===== config.mk =====
export PLATFORM = sky130hd
export DESIGN_NAME = csa_serial_adder
export DESIGN_NICKNAME = d
export VERILOG_FILES = /design/src/rtl/csa_serial_adder_pkg.sv /design/src/rtl/csa_serial_adder_csa8.sv /design/src/rtl/csa_serial_adder.sv
export SDC_FILE = /design/constraint.sdc
export NUM_CORES = 1
export LEC_CHECK = 0
export BUFFER_PORTS_ARGS = -buffer_cell sky130_fd_sc_hd__buf_2
export CAP_MARGIN = 25
export CORE_ASPECT_RATIO = 0.8
export CORE_MARGIN = 2
export CORE_UTILIZATION = 55
export DETAILED_ROUTE_END_ITERATION = 10
export HOLD_SLACK_MARGIN = 0.12
export PLACE_DENSITY = 0.79
export RECOVER_POWER = 100
export SKIP_CTS_REPAIR_TIMING = 1
export SYNTH_ARGS = -nofsm -noshare
export SYNTH_HDL_FRONTEND = slang
export SYNTH_SLANG_ARGS = --single-unit

===== constraint.sdc =====
create_clock -name CLK -period 4.22 [get_ports CLK]
set_input_delay 0.211 -clock CLK [delete_from_list [all_inputs] [get_ports CLK]]
set_output_delay 0.211 -clock CLK [all_outputs]
set_load 0.02 [all_outputs]

===== src/rtl/csa_serial_adder_pkg.sv =====
// Shared definitions for the byte-serial adder: FSM state encodings, byte
// width and a helper that sizes the byte index counter.
package csa_serial_adder_pkg;

  localparam int BYTE_W = 8;

  typedef enum logic [1:0] {
    S_IDLE = 2'd0,
    S_ADD  = 2'd1,
    S_DONE = 2'd2
  } state_e;

  // A one-byte adder still needs a 1-bit index register.
  function automatic int idx_width(input int n_bytes);
    return (n_bytes > 1) ? $clog2(n_bytes) : 1;
  endfunction

endpackage


===== src/rtl/csa_serial_adder_csa8.sv =====
// csa_8: combinational 8-bit carry-select adder.
// The low nibble ripples, and the high nibble is computed for both carry
// values so that the low-nibble carry only drives a final select.
// Ports:
//   a, b   in  8  operands
//   cin    in  1  carry in
//   sum    out 8  a + b + cin (low 8 bits)
//   carry  out 1  carry out of bit 7
module csa_8
  import csa_serial_adder_pkg::*;
(
  input  logic [BYTE_W-1:0] a,
  input  logic [BYTE_W-1:0] b,
  input  logic              cin,
  output logic [BYTE_W-1:0] sum,
  output logic              carry
);

  logic [4:0] lo;
  logic [4:0] hi0;
  logic [4:0] hi1;

  always_comb begin
    lo    = {1'b0, a[3:0]} + {1'b0, b[3:0]} + {4'b0000, cin};
    hi0   = {1'b0, a[7:4]} + {1'b0, b[7:4]};
    hi1   = {1'b0, a[7:4]} + {1'b0, b[7:4]} + 5'd1;
    sum   = {(lo[4] ? hi1[3:0] : hi0[3:0]), lo[3:0]};
    carry = lo[4] ? hi1[4] : hi0[4];
  end

endmodule


===== src/rtl/csa_serial_adder.sv =====
// csa_serial_adder: multi-byte adder that sequences operands through one
// csa_8, one byte per clock, LSB byte first, with the carry registered
// between bytes. Valid/ready handshake on both sides.
//
// Ports:
//   CLK, RST_N            clock (rising edge), async active-low reset
//   IN_VALID / IN_READY   operand handshake (A, B, CIN captured on accept)
//   OUT_VALID / OUT_READY result handshake (SUM, CARRY, OVF held until taken)
//   SUM, CARRY            {CARRY,SUM} = A + B + CIN
//   OVF                   signed overflow; real logic only when the macro
//                         CSA_OVF_FLAG_EN is defined, otherwise tied to 0
//
// state  | meaning
// S_IDLE | ready for operands; SUM/CARRY hold last result
// S_ADD  | one byte per cycle through csa_8, idx counts up
// S_DONE | result valid, waiting for OUT_READY
module csa_serial_adder
  import csa_serial_adder_pkg::*;
#(
  parameter int N_BYTES = 4
) (
  input  logic                    CLK,
  input  logic                    RST_N,
  input  logic                    IN_VALID,
  output logic                    IN_READY,
  input  logic [8*N_BYTES-1:0]    A,
  input  logic [8*N_BYTES-1:0]    B,
  input  logic                    CIN,
  output logic                    OUT_VALID,
  input  logic                    OUT_READY,
  output logic [8*N_BYTES-1:0]    SUM,
  output logic                    CARRY,
  output logic                    OVF
);

  localparam int W     = BYTE_W * N_BYTES;
  localparam int IDX_W = idx_width(N_BYTES);
  localparam logic [IDX_W-1:0] IDX_LAST = IDX_W'(N_BYTES - 1);

  state_e           state_q, state_d;
  logic [IDX_W-1:0] idx_q, idx_d;
  logic [W-1:0]     a_q, a_d;
  logic [W-1:0]     b_q, b_d;
  logic [W-1:0]     sum_q, sum_d;
  logic             cy_q, cy_d;
  logic             carry_q, carry_d;

  logic [BYTE_W-1:0] a_byte;
  logic [BYTE_W-1:0] b_byte;
  logic [BYTE_W-1:0] byte_sum;
  logic              byte_carry;
  logic              last_byte;

  assign a_byte    = a_q[int'(idx_q)*BYTE_W +: BYTE_W];
  assign b_byte    = b_q[int'(idx_q)*BYTE_W +: BYTE_W];
  assign last_byte = (state_q == S_ADD) && (idx_q == IDX_LAST);

  csa_8 u_csa_8 (
    .a     (a_byte),
    .b     (b_byte),
    .cin   (cy_q),
    .sum   (byte_sum),
    .carry (byte_carry)
  );

  always_comb begin
    state_d   = state_q;
    idx_d     = idx_q;
    a_d       = a_q;
    b_d       = b_q;
    sum_d     = sum_q;
    cy_d      = cy_q;
    carry_d   = carry_q;
    IN_READY  = 1'b0;
    OUT_VALID = 1'b0;
    unique case (state_q)
      S_IDLE: begin
        IN_READY = 1'b1;
        if (IN_VALID) begin
          a_d     = A;
          b_d     = B;
          cy_d    = CIN;
          idx_d   = '0;
          state_d = S_ADD;
        end
      end
      S_ADD: begin
        sum_d[int'(idx_q)*BYTE_W +: BYTE_W] = byte_sum;
        cy_d  = byte_carry;
        idx_d = idx_q + 1'b1;
        if (idx_q == IDX_LAST) begin
          carry_d = byte_carry;
          state_d = S_DONE;
        end
      end
      S_DONE: begin
        OUT_VALID = 1'b1;
        if (OUT_READY) state_d = S_IDLE;
      end
      default: state_d = S_IDLE;
    endcase
  end

  always_ff @(posedge CLK or negedge RST_N) begin
    if (!RST_N) begin
      state_q <= S_IDLE;
      idx_q   <= '0;
      a_q     <= '0;
      b_q     <= '0;
      sum_q   <= '0;
      cy_q    <= 1'b0;
      carry_q <= 1'b0;
    end else begin
      state_q <= state_d;
      idx_q   <= idx_d;
      a_q     <= a_d;
      b_q     <= b_d;
      sum_q   <= sum_d;
      cy_q    <= cy_d;
      carry_q <= carry_d;
    end
  end

  assign SUM   = sum_q;
  assign CARRY = carry_q;

`ifdef CSA_OVF_FLAG_EN
  logic ovf_q, ovf_d;

  // The final result's sign bit is the byte adder's MSB on the last byte,
  // so the flag is resolved in the same cycle the top byte is written.
  always_comb begin
    ovf_d = ovf_q;
    if (last_byte)
      ovf_d = (a_q[W-1] == b_q[W-1]) && (byte_sum[BYTE_W-1] != a_q[W-1]);
  end

  always_ff @(posedge CLK or negedge RST_N) begin
    if (!RST_N) ovf_q <= 1'b0;
    else        ovf_q <= ovf_d;
  end

  assign OVF = ovf_q;
`else
  logic unused_last;
  assign unused_last = last_byte;
  assign OVF = 1'b0;
`endif

endmodule


==> run metrics <==
outcome=finished, violations left; violated checks=capacitance limit, slew limit; maximum net fanout on the critical path=14; # setup viols final=0; startpoint of the worst register-to-register path=idx_q[0]$_DFFE_PN0P_; dpl cell area=5290 um2; number of nets produced by synthesis=550; clock-pin slew reported for the worst setup and hold paths after clock tree synthesis=about 0.09 ns; number of cells traversed by the worst register-to-register path=8; area of the die=9310 um2; residual antenna-violating net count after detailed routing=0; post-route worst hold slack=0.0983 ns; top post-synthesis cells by area=dfrtp_1, nand2_1, mux4_2, ha_1, a22o_1; clock tree buffer depth=2; Root Buffer Master=clkbuf_8; global route overflow=0; RSZ-0062 raised after global routing=no; WS Path Type=register to register; clock buffer count from CTS=9; RD Place Congestion=0.835; via count of the first global-routing pass=3,714; total standard cell area after synthesis=4700 um2; Synthesis Warnings=0; H-tree depth=3; layout overhead on the synthesized area=29.0%; vertical die dimension=roughly 87 um; pin count of the biggest net entering global routing=66; startpoint type of the worst setup path=register; Fmax=292 MHz; fraction of the cycle the final worst path needs=just over 80%; Worst Tran Pin Value=2.90 ns; drt total wl=12,000 um; cell at the slowest stage of the critical path=dfrtp_1; Total Nets Final=713; Site Rows=30; count of max-cap constraint violations=3; hold path start=B[4]; Max IR drop VDD=0.445 mV; Hold Path Depth=3; Hold Crit Class=input port to register; Post-Synthesis Cells=464; most used standard cell by instance count after synthesis=nand2_1; number of enable-type register cells in the synthesized netlist=0; top cells by count, synth=nand2_1, dfrtp_1, o21ai_0, a22o_1, mux4_2; capture instance of the worst register-to-register path=SUM[7]$_DFFE_PN0P_; ratio of cells with drive above 1 in the final layout=16.9%; initial antenna violation count=0; minimum clock period after layout=around 3.4 ns; Num Clock Sinks=102; HPWL after detailed placement=7730 um; number of distinct library cells after synthesis=36; number of input and output port buffers inserted=103; Seq cells post-synth=102; Pleak=3.07 nW; Clock Skews=0.0112 ns; arrival time worst endpoint=3.73 ns; Initial Utilization=55.9%; width of the die=107 um; reg-to-reg slack, setup=0.79 ns; required arrival time at the worst endpoint=4.52 ns; all-layer global routing usage=between 20 and 25%; DR vias/cell=5.31; share of the yosys chip area belonging to registers=54.3%; Core Region=roughly 8400 um2; top cell type by total area after synthesis=dfrtp_1; mean post-synth cell area=10.1 um2; proportion of netlist area held by the largest area contributor=54.3%; number of DRC violations after detailed-routing iteration 0=167; flip-flop cell with the highest count after synthesis=dfrtp_1; Hold EP=b_q[4]$_DFFE_PN0P_; design area=6070 um2; fraction of synthesis flops using an asynchronous set or reset pin=100%; total count of hold-check failures in the final report=0; worst slew slack as a fraction of its limit=-93.4%; Avg WL per Cell=about 16 um; delay of the slowest critical-path stage=0.89 ns; type of destination of the critical path=register; DRC=0; power density cells=810 nW/um2; number of iterations in the first detailed-routing pass=4; clock tree from TritonCTS=done; Diodes inserted=0; Cell Chain, Critical Path=buf_4 > mux4_2 > ha_1 > nand2b_1 > a21oi_1 > nand4_1 > xnor2_1 > a22o_1; boundary pin count=105; sum of negative setup slack=0 ns; first-pass GRT wire length=17,800 um; source of the critical timing path=idx_q[0]$_DFFE_PN0P_; number of vias in the routed layout=3,947; clk_lat worst skew=approximately 0.36 ns; final-report max-slew violation count=170
[registers in the layout, indices dropped and copies added (netlist names)]
signal,flops
CARRY,1
b_q,32
state_q,2
a_q,32
cy_q,1
idx_q,2
SUM,32
[worst max-delay path by stage]
stage,slack (ns),to,cells after the start
final,0.79,SUM[7]$_DFFE_PN0P_,8
after global routing,0.37,a_q[9]$_DFFE_PN0P_,3
after CTS,0.90,CARRY$_DFFE_PN0P_,9
after detailed placement,0.90,CARRY$_DFFE_PN0P_,9
after global placement,1.14,SUM[14]$_DFFE_PN0P_,9
after floorplan,1.45,CARRY$_DFFE_PN0P_,11
[cells in the final DEF (no fill, tap or decap), types with 2 or more instances in the layout]
master,count
nand2_1,220
dfrtp_1,102
buf_2,67
dlygate4sd3_1,64
clkbuf_1,39
o21ai_0,20
mux4_2,16
a22o_1,16
ha_1,14
inv_1,11
clkbuf_8,9
nor2_1,4
a21oi_1,4
nand2b_1,3
xnor2_1,3
xor2_1,3
o31ai_1,3
fa_1,3
buf_4,3
and2_0,2
nor2b_1,2
a21o_1,2
and3_1,2
nand3_1,2
bufinv_16,2
clkinv_2,2
[per-stage QoR]
stage / cells / total power (W) / setup WS [ns] / util (%)
3_5_place_dp: 663 / 0.00429 / 0.900 / 63.0
5_1_grt: 744 / 0.00529 / 0.375 / 72.1
4_1_cts: 679 / 0.00495 / 0.898 / 65.5
2_1_floorplan: 464 / 0.00354 / 1.45 / -
6_report: 744 / 0.00491 / 0.790 / 72.1
3_3_place_gp: 662 / 0.00414 / 1.14 / 62.7
[layer usage]
| metal | global-route usage (%) | up-vias | wire length [um] |
|---|---|---|---|
| li1 | - | 1845 | - |
| met1 | 34.0 | 1930 | 4910 |
| met2 | 39.4 | 152 | 6060 |
| met3 | 5.34 | 20 | 783 |
| met4 | 9.67 | 0 | 231 |
| met5 | 0 | - | 0 |
[cell families (layout without fill, tap and decap cells)]
logic type,Yosys count,count (layout),share of synthesized area [%]
other,1,1,0.0798
muxes,17,17,7.91
xor gates and xnor gates,7,7,1.62
buffers and inverters,31,199,3.25
and+or+nand+nor,243,243,21.1
AOI/OAI and AO/OA,46,46,6.76
DFF,102,102,54.3
adders and majority gates,17,17,5.00
[worst max-delay path: cells and delay by family (launching register included)]
family	cells	cell delay, ns
buffers and inverters	1	0.35
multiplexers	1	0.52
AND/OR/NAND/NOR	2	0.25
flip-flops	1	0.89
AO/OA/AOI/OAI	2	0.63
XOR/XNOR	1	0.38
adder cells (fa/ha/maj)	1	0.35
[report_power, final]
group	switching, W	internal [W]
Clock	0.000326	0.000334
Combinational	0.00155	0.00101
Sequential	0.000304	0.00139
[layout make-up]
cell class / count / area, um2
Sequential cell: 102 / 2550
Clock buffer: 10 / 128
Inverter: 11 / 41.3
Tap cell: 112 / 140
Clock inverter: 6 / 86.3
Fill cell: 614 / 2340
Multi-Input combinational cell: 331 / 1980
Timing Repair Buffer: 172 / 1140
No activity file was read; power rests on OpenSTA's default activity.
